File: config.mk
export PLATFORM = sky130hd
export DESIGN_NAME = line_cmd_sequencer
export DESIGN_NICKNAME = d
export VERILOG_FILES = /design/src/rtl/line_cmd_sequencer.sv
export SDC_FILE = /design/constraint.sdc
export NUM_CORES = 1
export LEC_CHECK = 0
export ABC_AREA = 1
export BUFFER_PORTS_ARGS = -buffer_cell sky130_fd_sc_hd__buf_2
export CORE_ASPECT_RATIO = 0.9
export CORE_MARGIN = 2
export CORE_UTILIZATION = 58
export DETAILED_ROUTE_END_ITERATION = 6
export PLACE_DENSITY = 0.86
export SLEW_MARGIN = 40
export SYNTH_ARGS = -nofsm -noshare
export SYNTH_HDL_FRONTEND = slang
export SYNTH_SLANG_ARGS = --single-unit
export TNS_END_PERCENT = 50
File: constraint.sdc
create_clock -name clk -period 5.6 [get_ports clk]
set_clock_uncertainty 0.2 [all_clocks]
set_input_delay 0.56 -clock clk [delete_from_list [all_inputs] [get_ports clk]]
set_output_delay 0.56 -clock clk [all_outputs]
set_load 0.02 [all_outputs]
File: src/rtl/line_cmd_sequencer.sv
// Line-draw command queue feeding the line engine's serial load port.
// Each queued line is loaded as colour, x0, y0, x1, y1, then triggered; the colour load is skipped when it repeats.
module line_cmd_sequencer #(
  parameter int DEPTH = 4,
  parameter int AW    = 2
) (
  input  logic          clk,
  input  logic          rst,
  input  logic          cmd_valid,
  output logic          cmd_ready,
  input  logic [9:0]    cmd_x0,
  input  logic [9:0]    cmd_y0,
  input  logic [9:0]    cmd_x1,
  input  logic [9:0]    cmd_y1,
  input  logic [31:0]   cmd_color,
  input  logic          LE_ready,
  output logic [31:0]   LE_color,
  output logic [9:0]    LE_point,
  output logic          LE_color_valid,
  output logic          LE_x0_valid,
  output logic          LE_y0_valid,
  output logic          LE_x1_valid,
  output logic          LE_y1_valid,
  output logic          LE_trigger,
  output logic          busy,
  output logic [AW:0]   q_count,
  output logic [15:0]   lines_done,
  output logic [3:0]    dbg_state
);

  // Handshakes: a command transfers on any cycle with cmd_valid && cmd_ready;
  // an engine load or trigger transfers on any cycle its strobe is high, and
  // each strobe is only raised while LE_ready is high.

  typedef enum logic [3:0] {
    S_IDLE,
    S_LD_COL,
    S_LD_X0,
    S_LD_Y0,
    S_LD_X1,
    S_LD_Y1,
    S_TRIG,
    S_WAIT_GO,
    S_WAIT_DONE
  } state_e;

  localparam logic [AW-1:0] PTR_ONE  = AW'(1);
  localparam logic [AW:0]   CNT_ONE  = (AW+1)'(1);
  localparam logic [AW:0]   CNT_FULL = (AW+1)'(DEPTH);

  state_e        state_q, state_d;
  logic [71:0]   mem_q [DEPTH];
  logic [AW-1:0] wr_ptr_q, rd_ptr_q;
  logic [AW:0]   count_q, count_d;
  logic          cache_v_q;
  logic [31:0]   cache_c_q;
  logic [15:0]   lines_q;

  logic [71:0]   head;
  logic [31:0]   head_color;
  logic [9:0]    head_x0, head_y0, head_x1, head_y1;
  logic          full, push, pop, cache_hit;

  assign head       = mem_q[rd_ptr_q];
  assign head_color = head[71:40];
  assign head_x0    = head[39:30];
  assign head_y0    = head[29:20];
  assign head_x1    = head[19:10];
  assign head_y1    = head[9:0];

  // A full queue still accepts in the cycle the head is popped, so a held
  // command slides in without a bubble.
  assign full      = (count_q == CNT_FULL);
  assign pop       = (state_q == S_TRIG) && LE_ready;
  assign cmd_ready = !full || pop;
  assign push      = cmd_valid && cmd_ready;
  assign cache_hit = cache_v_q && (cache_c_q == head_color);

  always_comb begin
    count_d = count_q;
    if (push && !pop) begin
      count_d = count_q + CNT_ONE;
    end else if (!push && pop) begin
      count_d = count_q - CNT_ONE;
    end
  end

  always_ff @(posedge clk) begin
    if (push) begin
      mem_q[wr_ptr_q] <= {cmd_color, cmd_x0, cmd_y0, cmd_x1, cmd_y1};
    end
  end

  always_ff @(posedge clk) begin
    if (rst) begin
      state_q   <= S_IDLE;
      wr_ptr_q  <= '0;
      rd_ptr_q  <= '0;
      count_q   <= '0;
      cache_v_q <= 1'b0;
      cache_c_q <= '0;
      lines_q   <= '0;
    end else begin
      state_q <= state_d;
      count_q <= count_d;
      if (push) wr_ptr_q <= wr_ptr_q + PTR_ONE;
      if (pop)  rd_ptr_q <= rd_ptr_q + PTR_ONE;
      if ((state_q == S_LD_COL) && LE_ready) begin
        cache_v_q <= 1'b1;
        cache_c_q <= head_color;
      end
      if ((state_q == S_WAIT_DONE) && LE_ready) begin
        lines_q <= lines_q + 16'd1;
      end
    end
  end

  always_comb begin
    state_d        = state_q;
    LE_color       = '0;
    LE_point       = '0;
    LE_color_valid = 1'b0;
    LE_x0_valid    = 1'b0;
    LE_y0_valid    = 1'b0;
    LE_x1_valid    = 1'b0;
    LE_y1_valid    = 1'b0;
    LE_trigger     = 1'b0;
    case (state_q)
      S_IDLE: begin
        if (count_q != '0) state_d = cache_hit ? S_LD_X0 : S_LD_COL;
      end
      S_LD_COL: begin
        LE_color       = head_color;
        LE_color_valid = LE_ready;
        if (LE_ready) state_d = S_LD_X0;
      end
      S_LD_X0: begin
        LE_point    = head_x0;
        LE_x0_valid = LE_ready;
        if (LE_ready) state_d = S_LD_Y0;
      end
      S_LD_Y0: begin
        LE_point    = head_y0;
        LE_y0_valid = LE_ready;
        if (LE_ready) state_d = S_LD_X1;
      end
      S_LD_X1: begin
        LE_point    = head_x1;
        LE_x1_valid = LE_ready;
        if (LE_ready) state_d = S_LD_Y1;
      end
      S_LD_Y1: begin
        LE_point    = head_y1;
        LE_y1_valid = LE_ready;
        if (LE_ready) state_d = S_TRIG;
      end
      S_TRIG: begin
        LE_trigger = LE_ready;
        if (LE_ready) state_d = S_WAIT_GO;
      end
      // The engine keeps LE_ready high for a cycle after the trigger, so
      // completion is only recognised after it has been seen low.
      S_WAIT_GO: begin
        if (!LE_ready) state_d = S_WAIT_DONE;
      end
      S_WAIT_DONE: begin
        if (LE_ready) state_d = S_IDLE;
      end
      default: state_d = S_IDLE;
    endcase
  end

  assign busy       = (state_q != S_IDLE) || (count_q != '0);
  assign q_count    = count_q;
  assign lines_done = lines_q;
  assign dbg_state  = state_q;

endmodule

# Word-level counts from Yosys, hierarchy flattened
# Memories as Yosys holds them, arrays and structs flattened. A register that Yosys moved wholly into a read port is not among the register bits.
# Index checks and enable logic that the tools add are counted.
dict set report totals {
  mem_bits_rw 288
  n_memories 1
  reg_bits 60
  output_inout_bits 73
  in_bits 76
}
# memory words word_bits rd rd_ports_with_merged_regs write_ports line
set mem_list {}
lappend mem_list {mem_q 4 72 1 1 1 52} ;# logic [71:0] mem_q [DEPTH];
dict set report classes {
  mux 25
  n_addsub 5
  n_eq_ne 19
  reduce_logical 17
}
# cell count
set ops {}
lappend ops {{$pmux 10 s4} 1}
lappend ops {{$mux 4} 9}
lappend ops {{$pmux 4 s9} 1}
lappend ops {{$eq 32x32->1} 1}
lappend ops {{$mux 32} 1}
lappend ops {{$ne 2x2->1 const B} 9}
lappend ops {{$add 16x1->16 const B} 1}
lappend ops {{$eq 4x3->1 const B} 4}
lappend ops {{$reduce_and 9->1} 1}
lappend ops {{$eq 4x2->1 const B} 2}
lappend ops {{$mux 1} 8}
lappend ops {{$logic_and 1x1->1} 7}
lappend ops {{$mux 2} 3}
lappend ops {{$mux 3} 2}
lappend ops {{$add 2x1->2 const B} 2}
lappend ops {{$eq 4x1->1 const B} 1}
lappend ops {{$eq 4x4->1 const B} 1}
lappend ops {{$logic_not 4->1} 1}
lappend ops {{$reduce_bool 4->1} 1}
lappend ops {{$add 3x1->3 const B} 1}
lappend ops {{$eq 3x3->1 const B} 1}
lappend ops {{$logic_not 1->1} 3}
lappend ops {{$reduce_bool 3->1} 1}
lappend ops {{$sub 3x1->3 const B} 1}
lappend ops {{other kinds (2)} 3}

# Logic depth before layout (Yosys ltp)
# Gate-level depths: netlist (run 1).
dict set report depth {
  word_depth 8
  depth_mapped 18
  mapped_depth_nobuf 16
}

# Least setup slack after synthesis (run 1)
# Ideal clock, no wire load.
dict set report synth_path {
  path_kind {reg-to-reg}
  startpoint {reg state_q[2] (netlist: dbg_state[2])}
  endpoint {mem mem_q[0][0] (enable)}
  path_stages_with_launch 7
  path_slack_ps 537
  arrival_ps 4360
  synth_period_minus_slack_ps 5063
  n_path_buf 0
  path_cell_list {dfxtp_1 nand2_1 nor2_1 nand2_1 nand3_1 nand2_1 nor2_1}
}
dict set report synth_via {
  elab_chain_cells 6
}
# item line
set synth_rtl {}
lappend synth_rtl {{from (decl)} 51} ;# state_e state_q, state_d;
lappend synth_rtl {{from (signal assigned)} 104} ;# state_q <= state_d;
lappend synth_rtl {{$eq 4x3->1} 74} ;# assign pop = (state_q == S_TRIG) && LE_ready;
lappend synth_rtl {{$logic_and 1x1->1} 74}
lappend synth_rtl {{$logic_or 1x1->1} 75} ;# assign cmd_ready = !full || pop;
lappend synth_rtl {{via cmd_ready} 10} ;# output logic cmd_ready,
lappend synth_rtl {{$logic_and 1x1->1} 76} ;# assign push = cmd_valid && cmd_ready;
lappend synth_rtl {{$mux 1} 89} ;# if (push) begin
lappend synth_rtl {{$mux 1 (not written as such)} 90} ;# mem_q[wr_ptr_q] <= {cmd_color, cmd_x0, cmd_y0, cmd_x1, cmd_y1};
lappend synth_rtl {{to (decl)} 52}
# The timed path passes the listed nets, and every way through them passes these cells.

==> key figures, run 1 <==
Synthesis
  • Yosys warns: 0
  • EDFF count, synth: 288
  • Post-synth top cells: nand2_1, edfxtp_1, nor2_1, o21ai_0, nand3_1
  • Post-synth ARST share: 0%
  • Most frequent cell after synthesis: nand2_1
  • Avg Synthesized Cell Area: 11.05 um2
  • Syn Nets: 1392
  • Synth area leaders: edfxtp_1, dfxtp_1, nand2_1
  • Post-synth top area share: 59.80%
  • Top_reg_cell synth: edfxtp_1
  • #FFs+latches synth: 350
  • Syn Inst Count: 1309
  • Cell area after synthesis: 14460 um2
  • Post-synthesis sequential area ratio: 68.39%
  • Distinct cells, synth: 46
  • Yosys top cell by area: edfxtp_1

Routing
  • DR vias: 10360
  • # DRC: 0
  • Iteration-0 DRC Markers: 1193
  • Routed vias/inst: 5.715
  • Routed len/inst: 18.71 um
  • Routed WL: 33900 um
  • Detailed Routing Iterations Pass 1: 5
  • Routed Antenna Nets: 0

Floorplanning
  • Starting Density: 59.29%
  • Die area: 26210 um2
  • Rows: 54
  • I/O Pins: 149
  • Die width: 170.4 um
  • Core area: 24390 um2
  • Die Span Y: 153.8 um

GRT
  • Gr ovfl total: 0
  • Met2 Track Usage GR: 42.93%
  • Total track usage: 25.72%
  • Layer with the highest usage: met2
  • Antenna violations before repair: 8
  • First-pass GRT wire length: 52320 um
  • Met1 Track Usage GR: 33.50%
  • Pin count of the biggest net entering global routing: 145
  • GR met3 Demand/Resource: 6.306%
  • Vias in the first global route: 9921

Worst setup path
  • CP Max Fanout: 53
  • Worst Path Required: 4.84 ns
  • RR Endpoint: mem_q[2][61]
  • Crit path to: LE_point[7]
  • CP arrival: 2.82 ns
  • R2r setup slk: 2.43 ns
  • R2R depth: 8
  • Reg-to-Reg Start: dbg_state[3]
  • Crit. End Element: output pin
  • Critical path class: flop to output pin
  • Worst setup SP type: flop

Placement
  • IO Port Bufs: 148
  • GPL Wtd Cong: 0.8406
  • HPWL Detailed: 21030 um
  • Place WS: 2.389 ns

Cells and area
  • Synth-to-Final Area Change: 14.47%
  • Nets: 1527
  • Share of post-route cells with drive strength above 1: 16.94%

Pwr
  • Leakage power: 6.355 nW
  • Worst IR Drop VDD: 229.2 uV
  • Pwr per Cell Area: 377.9 nW/um2

Min path
  • Worst hold path type: input port to flop
  • HP Start: cmd_x0[2]

Clocking
  • CTS tree: yes
  • Clock-pin transition on the worst setup and hold timing paths: 0.06 ns
  • Root buffer cell: clkbuf_16
  • H-tree depth: 2
  • Clock buffer depth: 3
  • CTS buffer count: 35
  • Sink Count: 350
  • Setup Fix Bufs, Post-CTS: 0
  • Post-CTS sizing: 0
  • Clk_lat worst skew: 0.51 ns
  • Hold-fix buffers, CTS: 0

STA
  • Max Fclk: 0.2791 GHz
  • Post-route setup TNS: 0 ns
  • Slew headroom: 44.68%
  • Final hold viol count: 0
  • Crit share post-route: 63.97%
  • Unrepaired setup endpoints after global routing: false
  • Slew @ Worst Pin: 0.8298 ns
  • Max-slew violations: 0
  • Tmin final: 3.582 ns
  • Final setup margin: 2.018 ns
  • Endpoints failing setup: 0

Run
  • Max_cap viols: 0

Run status
  • Status: completed
[state kept, by name, indices dropped and copies added (netlist names), named ones only]
| register | cells |
|---|---|
| cache_c_q | 32 |
| cache_v_q | 1 |
| dbg_state | 4 |
| lines_done | 16 |
| mem_q | 288 |
| q_count | 3 |
| rd_ptr_q | 2 |
| wr_ptr_q | 2 |
[worst min-delay path by stage]
stage | to | depth (start not counted)
floorplan | flop | 2
global placement | cache_v_q | 1
detailed placement | cache_v_q | 1
CTS | mem_q[3][32] | 1
global route | mem_q[1][20] | 1
finish | mem_q[2][32] | 1
[cell type report]
class	instances	area, um2
well taps	336	420.4
inverters	59	232.7
fillers	1699	7838
repair buffers	163	877.1
flip-flops and latches	350	9894
clock buffers	48	965.9
multi-input cells	835	4013
diodes	6	15.01
clock inverters	15	135.1
[worst max-delay path: stages (launching register included)]
cell     delay, ns
dfxtp_2       0.65
buf_4         0.63
o21ai_0       0.25
o22ai_1       0.31
nand2_1       0.10
nand4_1       0.14
buf_2         0.20
[power breakdown]
part	switching, mW	internal (mW)
sequential	0.0801	3.01
combinational	0.646	0.259
clock	0.951	1.31
total	1.68	4.58
[per-stage QoR]
stage	area, um2	cells	power, mW	utilization (%)	hold WS, ns
3_3_place_gp	15400	1742	3.994	63.15	0.2480
4_1_cts	16530	1806	6.264	67.79	0.04857
6_report	16550	1812	6.255	67.87	0.05625
5_1_grt	16540	1807	6.490	67.82	0.05137
3_5_place_dp	15430	1743	4.034	63.28	0.2549
2_1_floorplan	14460	1309	3.723	-	0.2362
[per-layer routing]
| metal | vias to the layer above | wire, um | share of wire [%] |
|---|---|---|---|
| met4 | 4 | 819 | 2.4 |
| met3 | 88 | 3396 | 10 |
| met5 | - | 32 | 0.094 |
| li1 | 4861 | - | - |
| met2 | 560 | 16550 | 49 |
| met1 | 4842 | 13110 | 39 |
[layout by cell type (no fill, tap or decap), drive strengths merged, types with 3 or more instances in the layout]
master	synthesis	routed
nand3	91	91
inv	57	58
a21oi	54	54
nand2	294	294
o21ai	134	134
edfxtp	288	288
o22ai	40	40
ha	6	6
xor2	5	5
dfxtp	62	62
nor4	3	3
nor3	9	9
clkinv	2	13
nand4	14	14
nor2	162	162
diode	0	6
buf	30	163
nand3b	13	13
clkbuf	35	48
[cell families (layout without fill, tap and decap cells)]
kind of cell	count (synthesis)	after routing	share of synthesized area, %
AOI/OAI and AO/OA	232	232	8.462
xor gates and xnor gates	5	5	0.3028
adders and majority gates	7	7	0.6575
buffers and inverters	124	285	4.144
DFF	350	350	68.39
other	0	6	0
and+or+nand+nor	591	591	18.05
Power figures use the tool's default switching activity.
==> inputs of run 2 (changes only) <==
Settings changed: CORE_UTILIZATION 58 to 53, PLACE_DENSITY 0.86 to 0.83.
Clock period 5.6 ns to 3.2 ns, I/O delays scaled along.
==> key figures, run 2 (synthesis results as in run 1) <==
Floorplanning
  • Die width: 178.1 um
  • Die area: 28620 um2
  • Die Span Y: 160.7 um
  • I/O Pins: 149
  • Starting Density: 53.79%
  • Rows: 57
  • Core area: 26890 um2

GRT
  • Pin count of the biggest net entering global routing: 145
  • Vias in the first global route: 10320
  • Total track usage: 24.34%
  • Antenna violations before repair: 1
  • Gr ovfl total: 0
  • First-pass GRT wire length: 53900 um

Worst setup path
  • CP Cell Sequence: inv_8, buf_4, o21ai_0, o22ai_1, nand2_1, nand4_1, buf_2
  • Max stage delay cell, worst path: dfxtp_4
  • Critical path class: flop to output pin
  • CP arrival: 2.45 ns
  • Crit. path cell count: 7
  • Crit path max-delay family: buffers and inverters
  • Buf/Inv on CP: 3
  • Worst setup SP type: flop
  • Worst Path Required: 2.68 ns
  • Crit. End Element: output pin
  • CP max stage delay: 0.37 ns
  • R2R depth: 15
  • CP Max Fanout: 94

STA
  • Unrepaired setup endpoints after global routing: false
  • Crit share post-route: 92.93%
  • Slew headroom: 50.38%
  • Max Fclk: 0.3363 GHz
  • Endpoints failing setup: 0
  • Max-slew violations: 0
  • Worst hold slack: 0.2680 ns
  • Tmin final: 2.974 ns
  • Slew @ Worst Pin: 0.7444 ns
  • Post-route setup TNS: 0 ns
  • Final hold viol count: 0

Run
  • Max_cap viols: 0

Pwr
  • Worst IR Drop VDD: 545.4 uV
  • Pwr per Cell Area: 636.2 nW/um2
  • Int Pwr: 8.115 mW
  • Leakage power: 6.717 nW
  • Sequential power share: 48.8%
  • Comb pwr share: 15.5%
  • Net load switching power: 2.959 mW
  • Sw Share: 26.72%
  • Clock Power Share: 35.7%

Cells and area
  • Max reg flops: 288
  • Nets: 1609
  • Share of post-route cells with drive strength above 1: 16.72%
  • Synth-to-Final Area Change: 20.37%
  • Fin area: 17410 um2
  • Finished Layout Cells: 1904
  • Most flops, register: mem_q
  • Most frequent cells in the layout: nand2_1, edfxtp_1, nor2_1, buf_2, o21ai_0
  • Most common cell after layout, fill and taps aside: nand2_1

Min path
  • WHS Path Cells: 2
  • Worst hold path type: flop to flop

Clocking
  • H-tree depth: 2
  • Clock buffer depth: 3
  • CTS buffer count: 35
  • Clock-pin transition on the worst setup and hold timing paths: 0.06 ns
  • Post-CTS sizing: 0
  • Clk_lat worst skew: 0.51 ns
  • CTS tree: yes
  • Sink Count: 350
  • Root buffer cell: clkbuf_16

Placement
  • DP Area: 15570 um2
  • IO Port Bufs: 148
  • HPWL Detailed: 20850 um
  • GPL Wtd Cong: 0.8543
  • Post-placement cell count: 1769

Run status
  • Status: completed

Routing
  • Iteration-0 DRC Markers: 1093
  • Routed WL: 34770 um
  • Routed len/inst: 18.26 um
  • DR vias: 10650
  • Routed vias/inst: 5.593
  • Detailed Routing Iterations Pass 1: 5
  • # DRC: 0
  • Routed Antenna Nets: 0
-- run 2: path summary, 6_finish.rpt --
path	startpoint	end	slack, ns
setup / recovery	flop	LE_point[2]	0.23
hold / removal	lines_done[15]	lines_done[15]	0.27
setup reg to reg	flop	dbg_state[1]	0.53
hold reg to reg	lines_done[15]	lines_done[15]	0.27
-- run 2: area by class of cell --
type	instances	area [um2]
sequential	350	9894
multi-input combinational	835	4010
timing repair buffer	245	1729
clock buffer	43	925.9
clock inverter	17	168.9
tap	354	442.9
fill	1973	9480
inverter	59	232.7
antenna	1	2.502
-- run 2: metrics by stage --
step | setup slack (ns) | power, mW | util, %
global route | 0.09696 | 11.47 | 64.73
CTS | 0.2630 | 11.09 | 64.73
floorplan | -0.6989 | 6.506 | -
detailed placement | 0.5825 | 7.106 | 57.90
global placement | 0.6342 | 7.052 | 57.90
finish | 0.2261 | 11.07 | 64.74
-- run 2: routing by layer --
| metal | global-route usage, % | part of all wire [%] | vias to the layer above |
|---|---|---|---|
| met2 | 40.70 | 49 | 510 |
| li1 | - | - | 5015 |
| met3 | 4.072 | 9.0 | 70 |
| met4 | 7.936 | 2.7 | 0 |
| met5 | 0 | 0 | - |
| met1 | 32.57 | 40 | 5054 |
-- run 2: timing repair --
item,CTS,global route
endpoints found under the hold margin,294,0
hold buffers,74,0
setup buffers,0,0
-- run 2: power groups by stage --
stage | registers (mW) | logic (mW) | clock network [mW]
detailed placement | 5.49 | 1.61 | 0
global placement | 5.48 | 1.58 | 0
CTS | 5.40 | 1.70 | 4.00
finish | 5.40 | 1.71 | 3.96
global route | 5.43 | 1.87 | 4.18
floorplan | 5.51 | 0.998 | 0
-- run 2: worst reg2reg max path, cell delays in order (launching register included) --
cell and delay (ns):
dfxtp_4 0.39, buf_12 0.38, nand2_1 0.35, nand3_1 0.12, nand2_1 0.13, nand2_1 0.13
nand2_1 0.10, nor2_1 0.11, nand2_1 0.06, nor2_1 0.09, nand2_1 0.10, nor2_1 0.14
nand3_1 0.09, nand2_1 0.07, nand2_1 0.06, a21oi_2 0.11
